==> config.mk <==
export PLATFORM = sky130hd
export DESIGN_NAME = lcd_timing_gen_flat
export DESIGN_NICKNAME = d
export VERILOG_FILES = /design/src/rtl/lcd_timing_gen_if.sv /design/src/rtl/lcd_timing_gen.sv /design/src/flat_wrapper.sv
export SDC_FILE = /design/constraint.sdc
export NUM_CORES = 1
export LEC_CHECK = 0
export CAP_MARGIN = 10
export CORE_MARGIN = 2
export CORE_UTILIZATION = 24
export CTS_BUF_LIST = sky130_fd_sc_hd__clkbuf_2 sky130_fd_sc_hd__clkbuf_4 sky130_fd_sc_hd__clkbuf_8
export CTS_CLUSTER_SIZE = 12
export DETAILED_ROUTE_END_ITERATION = 10
export GPL_TIMING_DRIVEN = 0
export PLACE_DENSITY_LB_ADDON = 0.05
export SLEW_MARGIN = 10
export SYNTH_ARGS = -nofsm -noshare
export SYNTH_HDL_FRONTEND = slang
export SYNTH_SLANG_ARGS = --single-unit
==> constraint.sdc <==
create_clock -name clk -period 4.2 [get_ports clk]
set_input_delay 0.63 -clock clk [delete_from_list [all_inputs] [get_ports clk]]
set_output_delay 0.63 -clock clk [all_outputs]
set_load 0.01 [all_outputs]
==> src/rtl/lcd_timing_gen_if.sv <==
// lcd_timing_gen_if: panel-side and pixel-source signals of the LCD timing generator
interface lcd_timing_gen_if #(
  parameter int CNT_W = 11
);
  logic [15:0]      lcd_id;
  logic [23:0]      pixel_data;
  logic             data_req;
  logic [CNT_W-1:0] pixel_xpos;
  logic [CNT_W-1:0] pixel_ypos;
  logic [CNT_W-1:0] h_disp;
  logic [CNT_W-1:0] v_disp;
  logic             lcd_de;
  logic             lcd_hs;
  logic             lcd_vs;
  logic [23:0]      lcd_rgb;
  logic             lcd_rst;
  logic             lcd_bl;
  modport master (
    input  lcd_id, pixel_data,
    output data_req, pixel_xpos, pixel_ypos, h_disp, v_disp,
    output lcd_de, lcd_hs, lcd_vs, lcd_rgb, lcd_rst, lcd_bl
  );
  modport slave (
    output lcd_id, pixel_data,
    input  data_req, pixel_xpos, pixel_ypos, h_disp, v_disp,
    input  lcd_de, lcd_hs, lcd_vs, lcd_rgb, lcd_rst, lcd_bl
  );
endinterface

==> src/rtl/lcd_timing_gen.sv <==
// lcd_timing_gen: panel-ID driven RGB LCD timing generator with a one-clock-early pixel request
module lcd_timing_gen #(
  parameter int CNT_W      = 11,
  parameter int SETTLE_CYC = 16
) (
  input logic              clk,
  input logic              rst_n,
  lcd_timing_gen_if.master bus
);
  typedef enum logic [1:0] {WAIT_ID, SETTLE, RUN} state_t;
  typedef logic [CNT_W-1:0] cnt_t;
  typedef struct packed {
    cnt_t hs, hb, hd, hf, ht, vs, vb, vd, vf, vt;
  } timing_t;
  localparam cnt_t       ONE         = cnt_t'(1);
  localparam logic [7:0] SETTLE_LAST = 8'(SETTLE_CYC - 1);
  function automatic timing_t mk(input int hs, hb, hd, hf, ht, vs, vb, vd, vf, vt);
    return '{cnt_t'(hs), cnt_t'(hb), cnt_t'(hd), cnt_t'(hf), cnt_t'(ht),
             cnt_t'(vs), cnt_t'(vb), cnt_t'(vd), cnt_t'(vf), cnt_t'(vt)};
  endfunction
  state_t     state_q, state_d;
  timing_t    tm_q, tm_d, tbl;
  cnt_t       h_cnt_q, h_cnt_d, v_cnt_q, v_cnt_d, x_q, x_d, y_q, y_d;
  logic [7:0] settle_q, settle_d;
  logic       rst_q, rst_d, bl_q, bl_d, de_q, de_d, hs_q, hs_d, vs_q, vs_d, req_q, req_d;
  logic       hit, h_wrap, v_wrap, h_act, h_pre, v_act, unused_porch;
  cnt_t       ha, va;
  always_comb begin
    hit = 1'b1;
    case (bus.lcd_id)
      16'h4342: tbl = mk(41, 2, 480, 2, 525, 10, 2, 272, 2, 286);
      16'h7084: tbl = mk(128, 88, 800, 40, 1056, 2, 33, 480, 10, 525);
      16'h7016: tbl = mk(20, 140, 1024, 160, 1344, 3, 20, 600, 12, 635);
      16'h4384: tbl = mk(128, 88, 800, 40, 1056, 2, 33, 480, 10, 525);
      16'h1018: tbl = mk(10, 80, 1280, 70, 1440, 3, 10, 800, 10, 823);
      default: begin
        tbl = '0;
        hit = 1'b0;
      end
    endcase
  end
  // front porches are implied by the totals; kept in the latched set only
  assign unused_porch = ^{tm_q.hf, tm_q.vf};
  assign ha     = tm_q.hs + tm_q.hb;
  assign va     = tm_q.vs + tm_q.vb;
  assign h_wrap = h_cnt_q == tm_q.ht - ONE;
  assign v_wrap = v_cnt_q == tm_q.vt - ONE;
  assign h_act  = h_cnt_q >= ha && h_cnt_q < ha + tm_q.hd;
  assign h_pre  = h_cnt_q >= ha - ONE && h_cnt_q < ha + tm_q.hd - ONE;
  assign v_act  = v_cnt_q >= va && v_cnt_q < va + tm_q.vd;
  always_comb begin
    state_d  = state_q;
    tm_d     = tm_q;
    h_cnt_d  = h_cnt_q;
    v_cnt_d  = v_cnt_q;
    settle_d = settle_q;
    rst_d    = rst_q;
    bl_d     = bl_q;
    de_d     = 1'b0;
    req_d    = 1'b0;
    hs_d     = 1'b1;
    vs_d     = 1'b1;
    x_d      = '0;
    y_d      = '0;
    case (state_q)
      WAIT_ID: if (hit) begin
        state_d  = SETTLE;
        tm_d     = tbl;
        settle_d = '0;
      end
      SETTLE: begin
        settle_d = settle_q + 8'd1;
        if (settle_q == SETTLE_LAST) begin
          state_d = RUN;
          rst_d   = 1'b1;
          bl_d    = 1'b1;
          h_cnt_d = '0;
          v_cnt_d = '0;
        end
      end
      RUN: begin
        h_cnt_d = h_wrap ? '0 : h_cnt_q + ONE;
        v_cnt_d = !h_wrap ? v_cnt_q : v_wrap ? '0 : v_cnt_q + ONE;
        hs_d    = h_cnt_q >= tm_q.hs;
        vs_d    = v_cnt_q >= tm_q.vs;
        de_d    = h_act && v_act;
        // request runs one column ahead so returned data lands with DE
        req_d   = h_pre && v_act;
        x_d     = req_d ? h_cnt_q - (ha - ONE) : '0;
        y_d     = req_d ? v_cnt_q - va : '0;
      end
      default: state_d = WAIT_ID;
    endcase
  end
  always_ff @(posedge clk) begin
    if (!rst_n) begin
      state_q  <= WAIT_ID;
      tm_q     <= '0;
      h_cnt_q  <= '0;
      v_cnt_q  <= '0;
      settle_q <= '0;
      rst_q    <= 1'b0;
      bl_q     <= 1'b0;
      de_q     <= 1'b0;
      req_q    <= 1'b0;
      hs_q     <= 1'b1;
      vs_q     <= 1'b1;
      x_q      <= '0;
      y_q      <= '0;
    end else begin
      state_q  <= state_d;
      tm_q     <= tm_d;
      h_cnt_q  <= h_cnt_d;
      v_cnt_q  <= v_cnt_d;
      settle_q <= settle_d;
      rst_q    <= rst_d;
      bl_q     <= bl_d;
      de_q     <= de_d;
      req_q    <= req_d;
      hs_q     <= hs_d;
      vs_q     <= vs_d;
      x_q      <= x_d;
      y_q      <= y_d;
    end
  end
  assign bus.data_req   = req_q;
  assign bus.pixel_xpos = x_q;
  assign bus.pixel_ypos = y_q;
  assign bus.h_disp     = tm_q.hd;
  assign bus.v_disp     = tm_q.vd;
  assign bus.lcd_de     = de_q;
  assign bus.lcd_hs     = hs_q;
  assign bus.lcd_vs     = vs_q;
  assign bus.lcd_rst    = rst_q;
  assign bus.lcd_bl     = bl_q;
  assign bus.lcd_rgb    = de_q ? bus.pixel_data : '0;
endmodule
==> src/flat_wrapper.sv <==
// flat-port wrapper written by rule: the top's interface ports become plain ports
module lcd_timing_gen_flat 
#(
  parameter int CNT_W      = 11,
  parameter int SETTLE_CYC = 16
)
  (clk, rst_n, bus_lcd_id, bus_pixel_data, bus_data_req, bus_pixel_xpos, bus_pixel_ypos, bus_h_disp, bus_v_disp, bus_lcd_de, bus_lcd_hs, bus_lcd_vs, bus_lcd_rgb, bus_lcd_rst, bus_lcd_bl);
  lcd_timing_gen_if #(.CNT_W(CNT_W)) bus_i ();
  input logic clk;
  input logic rst_n;
  input wire logic [$bits(bus_i.lcd_id)-1:0] bus_lcd_id;
  input wire logic [$bits(bus_i.pixel_data)-1:0] bus_pixel_data;
  output wire logic [$bits(bus_i.data_req)-1:0] bus_data_req;
  output wire logic [$bits(bus_i.pixel_xpos)-1:0] bus_pixel_xpos;
  output wire logic [$bits(bus_i.pixel_ypos)-1:0] bus_pixel_ypos;
  output wire logic [$bits(bus_i.h_disp)-1:0] bus_h_disp;
  output wire logic [$bits(bus_i.v_disp)-1:0] bus_v_disp;
  output wire logic [$bits(bus_i.lcd_de)-1:0] bus_lcd_de;
  output wire logic [$bits(bus_i.lcd_hs)-1:0] bus_lcd_hs;
  output wire logic [$bits(bus_i.lcd_vs)-1:0] bus_lcd_vs;
  output wire logic [$bits(bus_i.lcd_rgb)-1:0] bus_lcd_rgb;
  output wire logic [$bits(bus_i.lcd_rst)-1:0] bus_lcd_rst;
  output wire logic [$bits(bus_i.lcd_bl)-1:0] bus_lcd_bl;
  assign bus_i.lcd_id = bus_lcd_id;
  assign bus_i.pixel_data = bus_pixel_data;
  assign bus_data_req = bus_i.data_req;
  assign bus_pixel_xpos = bus_i.pixel_xpos;
  assign bus_pixel_ypos = bus_i.pixel_ypos;
  assign bus_h_disp = bus_i.h_disp;
  assign bus_v_disp = bus_i.v_disp;
  assign bus_lcd_de = bus_i.lcd_de;
  assign bus_lcd_hs = bus_i.lcd_hs;
  assign bus_lcd_vs = bus_i.lcd_vs;
  assign bus_lcd_rgb = bus_i.lcd_rgb;
  assign bus_lcd_rst = bus_i.lcd_rst;
  assign bus_lcd_bl = bus_i.lcd_bl;
  lcd_timing_gen #(.CNT_W(CNT_W), .SETTLE_CYC(SETTLE_CYC)) u_core (.clk(clk), .rst_n(rst_n), .bus(bus_i));
endmodule
==> results of run 1 <==
[cells in the mapped netlist, drive strengths merged, types with 23 or more instances]
master | instances | area (µm²)
a21o | 23 | 173
a21oi | 52 | 272
and2 | 27 | 169
buf | 27 | 199
dfxtp | 74 | 1480
ha | 85 | 1060
inv | 48 | 180
nand2 | 56 | 210
nor2 | 64 | 243
o21ai | 38 | 194
xnor2 | 47 | 412
xor2 | 23 | 201
[worst max-delay path: stages (launching register included)]
cell	delay, ns
dfxtp_4	0.37
buf_8	0.10
clkinvlp_4	0.10
ha_4	0.25
a21oi_4	0.20
xnor2_2	0.15
inv_2	0.06
ha_4	0.16
fa_2	0.38
buf_4	0.16
xnor2_4	0.18
nand2_2	0.11
nor2_2	0.10
xnor2_1	0.07
ha_1	0.32
o21a_1	0.11
o21ai_1	0.12
nand2b_1	0.08
a21oi_2	0.14
a31o_2	0.12
o31a_1	0.20
nand3_4	0.14
buf_6	0.14
nor3b_2	0.13
[routing by layer]
| layer | global-route usage (%) | wire length, µm |
|---|---|---|
| met5 | 0 | 0 |
| met4 | 3.37 | 266 |
| met3 | 2.85 | 805 |
| met2 | 23.4 | 8970 |
| met1 | 20.3 | 9950 |
[per-stage QoR]
step                hold slack (ns)  instances  setup TNS [ns]
detailed placement            0.483       1232          -30.08
floorplan                     0.454        792               0
CTS                           0.494       1270               0
global route                  0.527       1279          -0.152
global placement              0.483       1232          -30.49
finish                        0.500       1279               0
[registers in the layout, indices dropped and copies added (netlist names)]
| register | count |
|---|---|
| u_core.bus.data_req | 1 |
| u_core.tm_q | 10 |
| u_core.bus.lcd_vs | 1 |
| u_core.bus.lcd_de | 1 |
| u_core.v_cnt_q | 11 |
| u_core.settle_q | 8 |
| u_core.bus.v_disp | 4 |
| u_core.bus.lcd_rst | 1 |
| u_core.bus.pixel_xpos | 11 |
| u_core.h_cnt_q | 11 |
| u_core.bus.h_disp | 1 |
| u_core.state_q | 2 |
| u_core.bus.pixel_ypos | 11 |
| u_core.bus.lcd_hs | 1 |
[where the power goes]
part           internal [W]  switching [W]  total (W)
Combinational     0.0000435      0.0000272  0.0000707
Clock              0.000285       0.000299   0.000584
Sequential         0.000697   0.0000000809   0.000697
[worst paths after layout]
kind / startpoint / endpoint / slack (ns) / cells past startpoint
max: u_core.tm_q[6] / u_core.bus.pixel_xpos[3] / 0.19 / 23
min reg2reg: u_core.state_q[0] / u_core.state_q[0] / 0.50 / 2
min: u_core.state_q[0] / u_core.state_q[0] / 0.50 / 2
max reg2reg: u_core.tm_q[6] / u_core.bus.pixel_xpos[3] / 0.19 / 23
[cells by family (layout without fill, tap and decap cells)]
kind of cell | Yosys count | after routing | share of synthesized area [%]
AO/OA/AOI/OAI | 162 | 162 | 16.4
XOR/XNOR | 70 | 70 | 9.68
adder cells (fa/ha/maj) | 91 | 91 | 18.7
buffers and inverters | 94 | 246 | 7.11
flip-flops | 74 | 74 | 23.4
multiplexers | 4 | 4 | 0.652
other | 1 | 9 | 0.0592
AND/OR/NAND/NOR | 288 | 288 | 24.1
[layout make-up]
cell class                 instances  area (µm²)  area share, %
multi-input combinational        624        4690           54.4
sequential                        74        1510           17.5
timing repair buffer             138        1310           15.2
tap                              335         419           4.86
buffer                            44         308           3.57
inverter                          49         199           2.31
clock buffer                      10         138           1.60
clock inverter                     5        55.1          0.639
[repair_timing]
action	in CTS	in global routing
setup endpoints to repair	24	24
endpoints found under the hold margin	0	0
buffers inserted	23	9
cloned	1	0
pin swaps	9	33
resized for setup	42	48
==> metrics.txt, run 1 <==
CTS Buf Count 9; Post-route DRC 0; Critical Path RT around 4.5 ns; Peak supply drop approximately 0.11 mV; final instance area ~8600 µm²; port buffer count ~110; DPL Wire Length roughly 15 mm; Die Area between 20000 and 30000 µm²; Layout area overhead 36.1%; CP arrival 4.31 ns; Clock Latency Late Sink 0.38 ns; placed cell area slightly below 8000 µm²; clock buffer depth 2; vias 5813; setup violators final 0; most common cell after layout, fill and taps aside clkdlybuf4s50_1; synthesized flop and latch total 74; synthesized area per cell about 8.1 µm²; Max Slew Vio Count 0; Cells after Synth a little under 800; clock net sink count 74; Synth cell types 68; post-layout minimum cycle time about 4.0 ns; TritonRoute pass-1 iters 4; main flop type after synthesis dfxtp_1; worst clock skew between 0.015 and 0.02 ns; Final GP Congestion 0.788; initial core utilization 24.4%; Tot Pwr approximately 0.0014 W; maxcap violations 0; DIE HEIGHT 166 µm; run status finished clean; Tightest Pin Transition ~0.87 ns; core area 26000 µm²; antenna fix cells 0; total track usage between 10% and 20%; RSZ-0062 raised after global routing yes; CP Launch Type flop; FMAX approximately 250 MHz; Pwr Density ~160 nW/µm²; LEAKAGE 3.59 nW; Slew headroom a little over 40%; Crit Path Max Fanout 5; DR WL/cell 15.6 µm; Boundary Pins 116; fraction of registers with async set/reset 0%; Critical Path Sink Type flop; Post-Route WL 20.0 mm; Tcrit/Tclk final 95.5%; warnings from Yosys 0; antenna violations before repair 0; global route overflow 0; row count between 50 and 60; first-pass GRT wire length 32.1 mm; vias per cell 4.54; fin util 33.2%; Chip Width 166 µm; synthesized area about 6300 µm²; Final ANT Viol Nets 0; CTS tree built; share of layout cells above drive strength 1 between 10% and 20%; fillers 2768; Final Hold Viols 0; H-tree Lvls 3; Clock Tree Root clkbuf_8; PnR worst setup slack 0.191 ns; sequential area share after synthesis about a quarter; pin count of the biggest net entering global routing 13; Reg clk slew, reported paths approximately 0.09 ns; NumNets Final about 1100; HP Class reg -> reg; vias in the first global route between 5000 and 6000; Post-synth EDFFs 0; critical path type reg -> reg; Detailed Route Iter0 Violations ~210; Setup WS pre-CTS -1.36 ns; cts hold-fix bufs 0; leading cell types in the layout, fill and taps excluded clkdlybuf4s50_1, ha_1, dfxtp_1
No activity file was read; power rests on OpenSTA's default activity.
==> inputs of run 2 (changes only) <==
SKIP_CTS_REPAIR_TIMING = 1   (was default)
==> run 2 against run 1 <==
Hold slack lost 0.0023 ns. Largest power group unchanged. Largest cell class unchanged. Global-route usage is 0.53 points lower. Critical path depth down 1. Critical path type unchanged.
==> metrics.txt, run 2 (synthesized netlist as in run 1, its figures left out) <==
Detailed Route Iter0 Violations 201 (-6.1%); port buffer count 105 (unchanged); NumNets Final 1082 (+0.84%); Critical path destination u_core.bus.pixel_xpos[5]; leading cell types in the layout, fill and taps excluded clkdlybuf4s50_1, ha_1, dfxtp_1; Critical Path RT 4.50 ns (about the same); H-tree Lvls 3 (unchanged); FF-to-FF path depth 22 (-4.3%); Slew headroom 48.5% (+7.0 points); CTS tree built; Crit Path Max Fanout 5 (unchanged); hold depth 2 (unchanged); CP arrival 4.40 ns (+0.09 ns); first-pass GRT wire length 31.2 mm (-3.0%); setup violators final 0 (unchanged); Tightest Pin Transition 0.766 ns (-0.100 ns); Clock Latency Late Sink 0.38 ns (about the same); crit path from u_core.tm_q[6]; RSZ-0062 raised after global routing yes; global route overflow 0 (unchanged); clock buffer depth 2 (unchanged); run status finished clean; Critical Path Sink Type flop; initial core utilization 24.4% (unchanged); post-layout minimum cycle time 4.10 ns (+0.0938 ns); pin count of the biggest net entering global routing 13 (unchanged); Reg clk slew, reported paths 0.09 ns (about the same); antenna violations before repair 0 (unchanged); clock net sink count 74 (unchanged); vias 5840 (+0.46%); worst clock skew 0.0230 ns (+0.00313 ns); Clock Tree Root clkbuf_8; Layout area overhead 36.8%; Final Hold Viols 0 (unchanged); Tcrit/Tclk final 97.7% (+2.2 points); Final GP Congestion 0.788 (unchanged); DIE HEIGHT 166 µm (unchanged); Reg2Reg Setup Slack 0.1 ns (-0.09 ns); share of layout cells above drive strength 1 15.7% (+0.062 points); Die Area 27700 µm² (unchanged); Final ANT Viol Nets 0 (unchanged); PnR worst setup slack 0.0971 ns (-0.0938 ns); DR WL/cell 15.3 µm (-1.9%); TritonRoute pass-1 iters 4 (unchanged); vias in the first global route 5591 (-1.9%); antenna fix cells 0 (unchanged); fin util 33.4% (+0.19 points); maxcap violations 0 (unchanged); CTS Buf Count 9 (unchanged); Pwr Density 156 nW/µm² (-0.61%); Tot Pwr 0.00135 W (about the same); worst reg2reg path endpoint u_core.bus.pixel_xpos[5]; critical path type reg -> reg; Post-Route WL 19.8 mm (-1.2%); LEAKAGE 3.64 nW (+1.5%); row count 59 (unchanged); FMAX 244 MHz (-2.3%); Crit Reg-Reg Startpoint u_core.tm_q[6]; CP Launch Type flop; DPL Wire Length 15.4 mm (unchanged); Boundary Pins 116 (unchanged); Chip Width 166 µm (unchanged); Post-route DRC 0 (unchanged); most common cell after layout, fill and taps aside clkdlybuf4s50_1; Peak supply drop 0.107 mV (about the same); Setup WS pre-CTS -1.36 ns (unchanged); vias per cell 4.53 (-0.24%); total negative slack 0 ns (unchanged); HP Class reg -> reg; core area 26000 µm² (unchanged); Max Slew Vio Count 0 (unchanged); total track usage 14.1% (-0.53 points)
-- run 2: area by class of cell --
type | count | area, µm²
plain buffers | 44 | 312
clock buffers | 10 | 138
clock inverters | 5 | 55.1
fillers | 2786 | 17300
inverters | 49 | 199
multi-input cells | 624 | 4650
flip-flops and latches | 74 | 1510
well taps | 335 | 419
repair buffers | 147 | 1390
-- run 2: how the worst min path moves through the flow --
stage / from / slack, ns / endpoint
after floorplan: u_core.state_q[0] / 0.45 / u_core.state_q[0]
after global placement: u_core.state_q[0] / 0.48 / u_core.state_q[0]
after detailed placement: u_core.state_q[0] / 0.48 / u_core.state_q[0]
after CTS: u_core.state_q[0] / 0.49 / u_core.state_q[0]
after global routing: u_core.state_q[0] / 0.53 / u_core.state_q[0]
final: u_core.state_q[0] / 0.50 / u_core.state_q[0]
-- run 2: metrics by stage --
step | area, µm² | std cells | hold slack [ns]
6_report | 8670 | 1288 | 0.498
5_1_grt | 8670 | 1288 | 0.535
3_5_place_dp | 7860 | 1232 | 0.483
3_3_place_gp | 7860 | 1232 | 0.483
2_1_floorplan | 6390 | 792 | 0.454
4_1_cts | 8050 | 1247 | 0.494
-- run 2: where the power goes --
part	internal [W]	switching (W)	leakage [nW]	total (W)
registers	0.000697	0.0000000802	0.602	0.000697
logic	0.0000435	0.0000272	2.95	0.0000706
clock network	0.000286	0.000298	0.0941	0.000584
-- run 2: worst max-delay path, stage by stage, from the launching register on --
cell	delay, ns
dfxtp_4	0.40
buf_12	0.12
clkinvlp_4	0.11
ha_4	0.28
a21oi_4	0.18
xnor2_2	0.14
inv_1	0.07
ha_2	0.18
fa_2	0.46
nor3_4	0.23
nand2_2	0.11
nor2_2	0.13
xnor2_1	0.13
ha_1	0.26
o21a_1	0.11
o21ai_1	0.12
nand2b_1	0.08
a21oi_2	0.14
a31o_2	0.12
o31a_1	0.19
nand3_4	0.15
buf_8	0.17
nor3_2	0.13
-- run 2: routing by layer --
layer | global-route usage (%) | share of wire (%) | vias up
met4 | 2.55 | 0.69 | 0
met5 | 0 | 0 | -
li1 | - | - | 3055
met1 | 19.7 | 49 | 2640
met2 | 22.6 | 46 | 135
met3 | 2.88 | 4.4 | 10
==> inputs of run 3 (changes only) <==
CAP_MARGIN = default   (was 10)
==> results of run 3 <==
Final layout, timing and power as in run 2 (identical DEF).
